$ cat config.mk
export PLATFORM = sky130hd
export DESIGN_NAME = bcd2_seg7_scan
export DESIGN_NICKNAME = d
export VERILOG_FILES = /design/src/rtl/bcd2_seg7_scan.sv
export SDC_FILE = /design/constraint.sdc
export NUM_CORES = 1
export LEC_CHECK = 0
export ABC_AREA = 1
export BUFFER_PORTS_ARGS = -buffer_cell sky130_fd_sc_hd__buf_2
export CORE_UTILIZATION = 55
export CTS_CLUSTER_DIAMETER = 60
export CTS_CLUSTER_SIZE = 25
export DETAILED_ROUTE_END_ITERATION = 8
export PLACE_DENSITY_LB_ADDON = 0.12
export SLEW_MARGIN = 20
export SYNTH_ARGS = -nofsm -noshare
export SYNTH_HDL_FRONTEND = slang
export SYNTH_SLANG_ARGS = --single-unit
export TNS_END_PERCENT = 50
$ cat constraint.sdc
create_clock -name clk -period 4.15 [get_ports clk]
set_input_delay 0 -clock clk [delete_from_list [all_inputs] [get_ports clk]]
set_output_delay 0 -clock clk [all_outputs]
set_load 0.1 [all_outputs]
$ cat src/rtl/bcd2_seg7_scan.sv
// -----------------------------------------------------------------------------
// bcd2_seg7_scan
//   Two-digit common-anode multiplexed 7-segment driver for a 0..99 BCD count.
//   The display scans BLANK_T -> SHOW_T -> BLANK_U -> SHOW_U. All anodes are
//   dark during each BLANK_* phase, which removes ghosting at digit switches.
//   Both digits are captured together once per frame, on entry to SHOW_T, so
//   the tens and units digits on the display always belong to the same count.
//
//   Optional feature macro: LEADING_ZERO_BLANK_EN
//     defined     : a tens digit of 0 is left dark during SHOW_T (timing unchanged)
//     not defined : the tens digit is always driven, so 0 shows as '0'
//
//   All outputs are flops. They are loaded from the next-state view of the
//   FSM, so they change on the same edge as the state they belong to.
// -----------------------------------------------------------------------------
module bcd2_seg7_scan #(
    parameter int REFRESH_DIV  = 50000,
    parameter int BLANK_CYCLES = 500
) (
    input  logic       clk,
    input  logic       reset,
    input  logic [3:0] dig_tens,
    input  logic [3:0] dig_units,
    output logic [6:0] seg,
    output logic [1:0] an,
    output logic       frame_tick
);

    // Counter must reach the larger of the two phase lengths minus one.
    localparam int MAX_LIM = (REFRESH_DIV > BLANK_CYCLES) ? REFRESH_DIV : BLANK_CYCLES;
    localparam int CNT_W   = $clog2(MAX_LIM + 1);

    localparam logic [CNT_W-1:0] SHOW_LAST  = CNT_W'(REFRESH_DIV - 1);
    localparam logic [CNT_W-1:0] BLANK_LAST = CNT_W'(BLANK_CYCLES - 1);
    localparam logic [CNT_W-1:0] CNT_ZERO   = CNT_W'(0);
    localparam logic [CNT_W-1:0] CNT_ONE    = CNT_W'(1);

    localparam logic [6:0] SEG_DARK = 7'h7F;
    localparam logic [6:0] SEG_DASH = 7'b0111111;
    localparam logic [1:0] AN_OFF   = 2'b11;
    localparam logic [1:0] AN_TENS  = 2'b01;
    localparam logic [1:0] AN_UNITS = 2'b10;

    typedef enum logic [1:0] {
        ST_BLANK_T = 2'd0,
        ST_SHOW_T  = 2'd1,
        ST_BLANK_U = 2'd2,
        ST_SHOW_U  = 2'd3
    } state_t;

    state_t           state_r;
    state_t           state_nxt_s;
    logic [CNT_W-1:0] cnt_r;
    logic [CNT_W-1:0] cnt_nxt_s;
    logic [CNT_W-1:0] last_s;
    logic [3:0]       tens_r;
    logic [3:0]       units_r;
    logic [3:0]       tens_nxt_s;
    logic [3:0]       units_nxt_s;
    logic             snapshot_s;
    logic [6:0]       seg_nxt_s;
    logic [1:0]       an_nxt_s;
    logic             tick_nxt_s;

    // BCD digit to active-low {g,f,e,d,c,b,a}; non-BCD codes show a dash.
    function automatic logic [6:0] enc7(input logic [3:0] d);
        logic [6:0] s;
        case (d)
            4'd0:    s = 7'b1000000;
            4'd1:    s = 7'b1111001;
            4'd2:    s = 7'b0100100;
            4'd3:    s = 7'b0110000;
            4'd4:    s = 7'b0011001;
            4'd5:    s = 7'b0010010;
            4'd6:    s = 7'b0000010;
            4'd7:    s = 7'b1111000;
            4'd8:    s = 7'b0000000;
            4'd9:    s = 7'b0010000;
            default: s = SEG_DASH;
        endcase
        return s;
    endfunction

    // State, phase counter and digit snapshot registers.
    always_ff @(posedge clk or negedge reset) begin
        if (!reset) begin
            state_r <= ST_BLANK_T;
            cnt_r   <= CNT_ZERO;
            tens_r  <= 4'd0;
            units_r <= 4'd0;
        end else begin
            state_r <= state_nxt_s;
            cnt_r   <= cnt_nxt_s;
            tens_r  <= tens_nxt_s;
            units_r <= units_nxt_s;
        end
    end

    // Next-state: advance the phase when the counter reaches its last value.
    always_comb begin
        state_nxt_s = state_r;
        cnt_nxt_s   = cnt_r;
        last_s      = BLANK_LAST;
        case (state_r)
            ST_SHOW_T: last_s = SHOW_LAST;
            ST_SHOW_U: last_s = SHOW_LAST;
            default:   last_s = BLANK_LAST;
        endcase

        if (cnt_r == last_s) begin
            cnt_nxt_s = CNT_ZERO;
            case (state_r)
                ST_BLANK_T: state_nxt_s = ST_SHOW_T;
                ST_SHOW_T:  state_nxt_s = ST_BLANK_U;
                ST_BLANK_U: state_nxt_s = ST_SHOW_U;
                ST_SHOW_U:  state_nxt_s = ST_BLANK_T;
                default:    state_nxt_s = ST_BLANK_T;
            endcase
        end else begin
            cnt_nxt_s   = cnt_r + CNT_ONE;
            state_nxt_s = state_r;
        end
    end

    // Snapshot both digits together on the BLANK_T -> SHOW_T transition only.
    always_comb begin
        snapshot_s = (state_r == ST_BLANK_T) && (cnt_r == BLANK_LAST);
        if (snapshot_s) begin
            tens_nxt_s  = dig_tens;
            units_nxt_s = dig_units;
        end else begin
            tens_nxt_s  = tens_r;
            units_nxt_s = units_r;
        end
    end

    // Output decode from the upcoming state so registered outputs track it.
    always_comb begin
        seg_nxt_s  = SEG_DARK;
        an_nxt_s   = AN_OFF;
        tick_nxt_s = 1'b0;
        case (state_nxt_s)
            ST_SHOW_T: begin
                tick_nxt_s = snapshot_s;
`ifdef LEADING_ZERO_BLANK_EN
                if (tens_nxt_s == 4'd0) begin
                    an_nxt_s  = AN_OFF;
                    seg_nxt_s = SEG_DARK;
                end else begin
                    an_nxt_s  = AN_TENS;
                    seg_nxt_s = enc7(tens_nxt_s);
                end
`else
                an_nxt_s  = AN_TENS;
                seg_nxt_s = enc7(tens_nxt_s);
`endif
            end
            ST_SHOW_U: begin
                tick_nxt_s = 1'b0;
                an_nxt_s   = AN_UNITS;
                seg_nxt_s  = enc7(units_nxt_s);
            end
            default: begin
                tick_nxt_s = 1'b0;
                an_nxt_s   = AN_OFF;
                seg_nxt_s  = SEG_DARK;
            end
        endcase
    end

    // Output registers; reset leaves the display dark.
    always_ff @(posedge clk or negedge reset) begin
        if (!reset) begin
            seg        <= SEG_DARK;
            an         <= AN_OFF;
            frame_tick <= 1'b0;
        end else begin
            seg        <= seg_nxt_s;
            an         <= an_nxt_s;
            frame_tick <= tick_nxt_s;
        end
    end

endmodule

Word-level counts from Yosys, hierarchy flattened
Memory sizes are Yosys's and may differ from the RTL's.
Index checks and enable logic that the tools add are counted.

operators by class
  eq/ne operators = 7
  reduce and logical (&&, ||, !) cells = 3
  mux-type cells = 9
  add/subtract/negate cells = 1

operator list
  kind                                                                     count
  16-bit two-way mux                                                       2
  16-bit by 1-bit adder with 16-bit output (second input constant)         1
  16-bit equality test                                                     1
  16-bit by 9-bit equality test with 1-bit output (second input constant)  1
  7-bit one-hot mux with 2 select lines                                    1
  4-bit two-way mux                                                        2
  2-bit one-hot mux with 4 select lines                                    1
  2-bit equality test (second input constant)                              3
  2-bit by 1-bit equality test with 1-bit output (second input constant)   2
  2-bit one-hot mux with 2 select lines                                    1
  2-bit zero test                                                          1
  2-bit two-way mux                                                        1
  2-bit OR reduction                                                       1
  1-bit logical AND                                                        1
  1-bit two-way mux                                                        1

storage, ports and cells
  input port bits = 10
  memories = 2
  register bits after elaboration = 36
  ROM bits = 224

memory list
  name             depth  width  read ports  clocked after memory_dff  write ports  line  source
  (no name shown)  16     7      1           0                         0            68    case (d)
  (no name shown)  16     7      1           0                         0            68

Longest topological paths before layout
  depth after elaboration = 7
  mapped depth = 16

Worst setup path after synthesis
OpenSTA, ideal clock, no wires.

  kind = reg2reg
  from = reg cnt_r[0]
  to = reg seg[1]
  library setup time = 67 ps
  setup slack = 1975 ps
  arrival time = 2108 ps
  required time = 4083 ps
  stages on the path, launching flop included = 13
  cells stage by stage = dfrtp_1 ha_1 nand2_1 nor2_4 nand3_4 buf_6 o21ai_2 inv_1 ha_1 or2_1 nand2_1 nor2_1 nor2_1

between the ends
  word-level cells in the longest chain between the ends = 5
  elaborated cells on any way between the ends = 11

RTL lines
  item                                             line  source
  from (decl)                                      53    logic [CNT_W-1:0] cnt_r;
  from (signal assigned)                           93    cnt_r <= cnt_nxt_s;
  16-bit by 9-bit equality test with 1-bit output  127   snapshot_s = (state_r == ST_BLANK_T) && (cnt_r == BLANK_LAST);
  1-bit logical AND                                127
  4-bit two-way mux                                128   if (snapshot_s) begin
  named net tens_nxt_s[0]                          58    logic [3:0] tens_nxt_s;
  memory read 16 x 7 bit                           -
  7-bit one-hot mux with 2 select lines            142   case (state_nxt_s)
  named net seg_nxt_s[1]                           61    logic [6:0] seg_nxt_s;
  to (signal assigned)                             178   seg <= seg_nxt_s;
  to (decl)                                        24    output logic [6:0] seg,

The timed path passes the listed nets, and every way through them passes these cells.

Worst setup path in the final report
Ends and elaborated chain as after synthesis.

==> reports/summary.txt <==
Setup CP Type -> reg -> reg
CTS Sinks -> 36
syn nets -> 337
Initial Utilization -> 0.583
Avg Inst Size Synth -> 7.65 sq um
placed cells -> 376
Post-synth ARST share -> 1.00
row cnt -> 23
Top-Level Pins -> 20
Setup TNS -> 0 ns
combinational power share -> 0.023
power density cells -> 238 nW/um^2
CP Data Arrival Time -> 2.63 ns
Reg clk slew, reported paths -> 0.07 ns
NetSw -> 0.000136 W
most frequent cells in the layout -> 84 x nand2_1, 45 x inv_1, 32 x nand3_1, 29 x nor2_1, 27 x dfrtp_1
CTS max path bufs -> 2
sw frac -> 0.217
synth warn -> 0
Detailed Routing Iterations Pass 1 -> 4
Final #Nets -> 363
die width -> 67.6 um
routed vias/inst -> 4.99
outcome -> complete, no violations
Mapped Area -> 2360 sq um
sequential power share -> 0.563
clk root buf -> clkbuf_8
clock group share of total power -> 0.414
Buf+Inv Stages, Crit Path -> 1
worst-skew pair later-pin latency -> 0.29 ns
highest clock rate -> 416 MHz
Filler cells -> 368
hold_sp -> dig_tens[1]
Post-synth EDFFs -> 0
IO buf count -> 19
RSZ-0062 raised after global routing -> no
crit share post-route -> 0.579
crit-path cells -> ha_1 > nand2_1 > nor2_4 > nand3_4 > o21ai_2 > inv_1 > ha_1 > or2_1 > nand2_1 > nor2_1 > nor2_1
die area -> 4570 sq um
gpl congestion -> 0.886
crit path from -> cnt_r[0]
CP max FO -> 14
Finished Layout Cells -> 386
crit path capture type -> flip-flop
flop and latch count out of synthesis -> 36
Worst VDD drop -> 0.157 mV
initial antenna violation count -> 0
Critical Path Source Type -> flip-flop
Final setup viols -> 0
Cells after Synth -> 309
CP peak stage delay -> 0.37 ns
final hold vios -> 0
CTS tree -> done
CTS Buf Count -> 5
sequential share of the synthesized area -> 0.386
Leak Pwr -> 1.35 nW
Slew headroom -> 0.459
first-pass GRT wire length -> 7870 um
CTS H-tree depth -> 2
Core Area -> 4060 sq um
Hold Crit Class -> in -> reg
worst r2r src -> cnt_r[0]
Final Slew Violations -> 0
internal power -> 0.000488 W
vias -> 1927
critical path's slowest cell -> dfrtp_1
Tot GR Track Use -> 0.235
Post-DRT Antenna Nets -> 0
Post-Route WL -> 4620 um
Layout area overhead -> 10.6%
worst reg-to-reg setup slack -> 1.75 ns
total congestion overflow -> 0
HPWL Detailed -> 3450 um
DRC -> 0
skew final -> 0.00390 ns
Final Critical Period -> 2.40 ns
Post-synth top flop -> dfrtp_1
Avg WL per Cell -> 12.0 um
# diodes -> 0
worst path required time -> 4.38 ns
DR iter-0 viols -> 136
share of cells above drive strength 1 -> 0.199
Worst-Margin Slew -> 0.811 ns
Max-Cap Viols -> 0
die span in y -> 67.6 um
commonest non-fill, non-tap cell in the layout -> nand2_1
number of global-route vias before repair -> 1740
Crit path max-delay family -> simple AND/OR/NAND/NOR gates
Yosys cell types -> 31
largest net degree at the start of global routing -> 37
==> cell type report <==
type / instances / area, sq um / share of cell area
multi-input combinational: 221 / 1250 / 0.476
inverter: 50 / 188 / 0.0717
clock buffer: 6 / 82.6 / 0.0316
timing repair buffer: 21 / 115 / 0.0440
tap: 50 / 62.6 / 0.0239
clock inverter: 2 / 10.0 / 0.00383
sequential: 36 / 912 / 0.349
==> layer usage <==
metal | vias to the layer above | share of wire | GRT usage
met2 | 43 | 0.42 | 0.327
met5 | - | 0 | 0
li1 | 1016 | - | -
met3 | 5 | 0.060 | 0.0541
met4 | 0 | 0.014 | 0.106
met1 | 863 | 0.51 | 0.340
==> what timing repair did <==
| action | CTS | global route |
|---|---|---|
| hold buffers | 2 | 0 |
| setup endpoints to repair | 0 | 0 |
| setup buffers | 0 | 0 |
| gates resized for setup | 0 | 0 |
| endpoints found under the hold margin | 28 | 0 |
==> stage by stage <==
stage / worst slack (ns) / hold WS, ns / power [W] / area (sq um) / util
final: 1.75 / 0.0102 / 0.000624 / 2620 / 0.645
after global routing: 1.51 / 0.0163 / 0.000651 / 2620 / 0.645
after CTS: 1.74 / 0.0127 / 0.000634 / 2620 / 0.645
after detailed placement: 1.76 / 0.140 / 0.000371 / 2500 / 0.617
after global placement: 1.85 / 0.130 / 0.000371 / 2500 / 0.617
after floorplan: 1.98 / -0.296 / 0.000359 / 2360 / -
==> logic make-up after synthesis <==
group,synth area share
AND/OR/NAND/NOR,0.357
flip-flops,0.386
buffers and inverters,0.0873
AO/OA/AOI/OAI,0.0635
XOR/XNOR,0.0111
adder cells (fa/ha/maj),0.0952
==> power groups by stage <==
stage / logic [W] / clock network [W] / registers (W)
finish: 0.0000144 / 0.000258 / 0.000351
global route: 0.0000166 / 0.000284 / 0.000351
CTS: 0.0000150 / 0.000269 / 0.000351
detailed placement: 0.0000135 / 0 / 0.000358
global placement: 0.0000134 / 0 / 0.000358
floorplan: 0.000000956 / 0 / 0.000358
==> path summary, 6_finish.rpt <==
kind / end / depth (start not counted)
max: seg[1] / 11
min: tens_r[1] / 3
max reg2reg: seg[1] / 11
min reg2reg: cnt_r[0] / 1
max in group asynchronous: tens_r[1] / 2
min in group asynchronous: cnt_r[12] / 2
==> worst reg2reg max path: stages (launching register included) <==
cell     delay (ns)
dfrtp_1        0.37
ha_1           0.21
nand2_1        0.17
nor2_4         0.23
nand3_4        0.23
o21ai_2        0.32
inv_1          0.13
ha_1           0.28
or2_1          0.22
nand2_1        0.06
nor2_1         0.04
nor2_1         0.10
==> cells in the mapped netlist (all sizes together), types with 2 or more instances <==
master | number | area, sq um
xor2 | 2 | 17.5
nand3 | 36 | 208
ha | 18 | 225
inv | 49 | 184
nor2 | 40 | 203
nand3b | 5 | 37.5
nand2 | 90 | 353
nor3 | 4 | 31.3
dfrtp | 27 | 676
a21oi | 8 | 40.0
o21ai | 12 | 86.3
buf | 2 | 18.8
dfstp | 9 | 236
==> state kept, by name, summed over array words and instances, names as in the netlist <==
name,cells
cnt_r,16
seg,7
tens_r,4
units_r,4
an,2
state_r,2
frame_tick,1
Power figures use the tool's default switching activity.
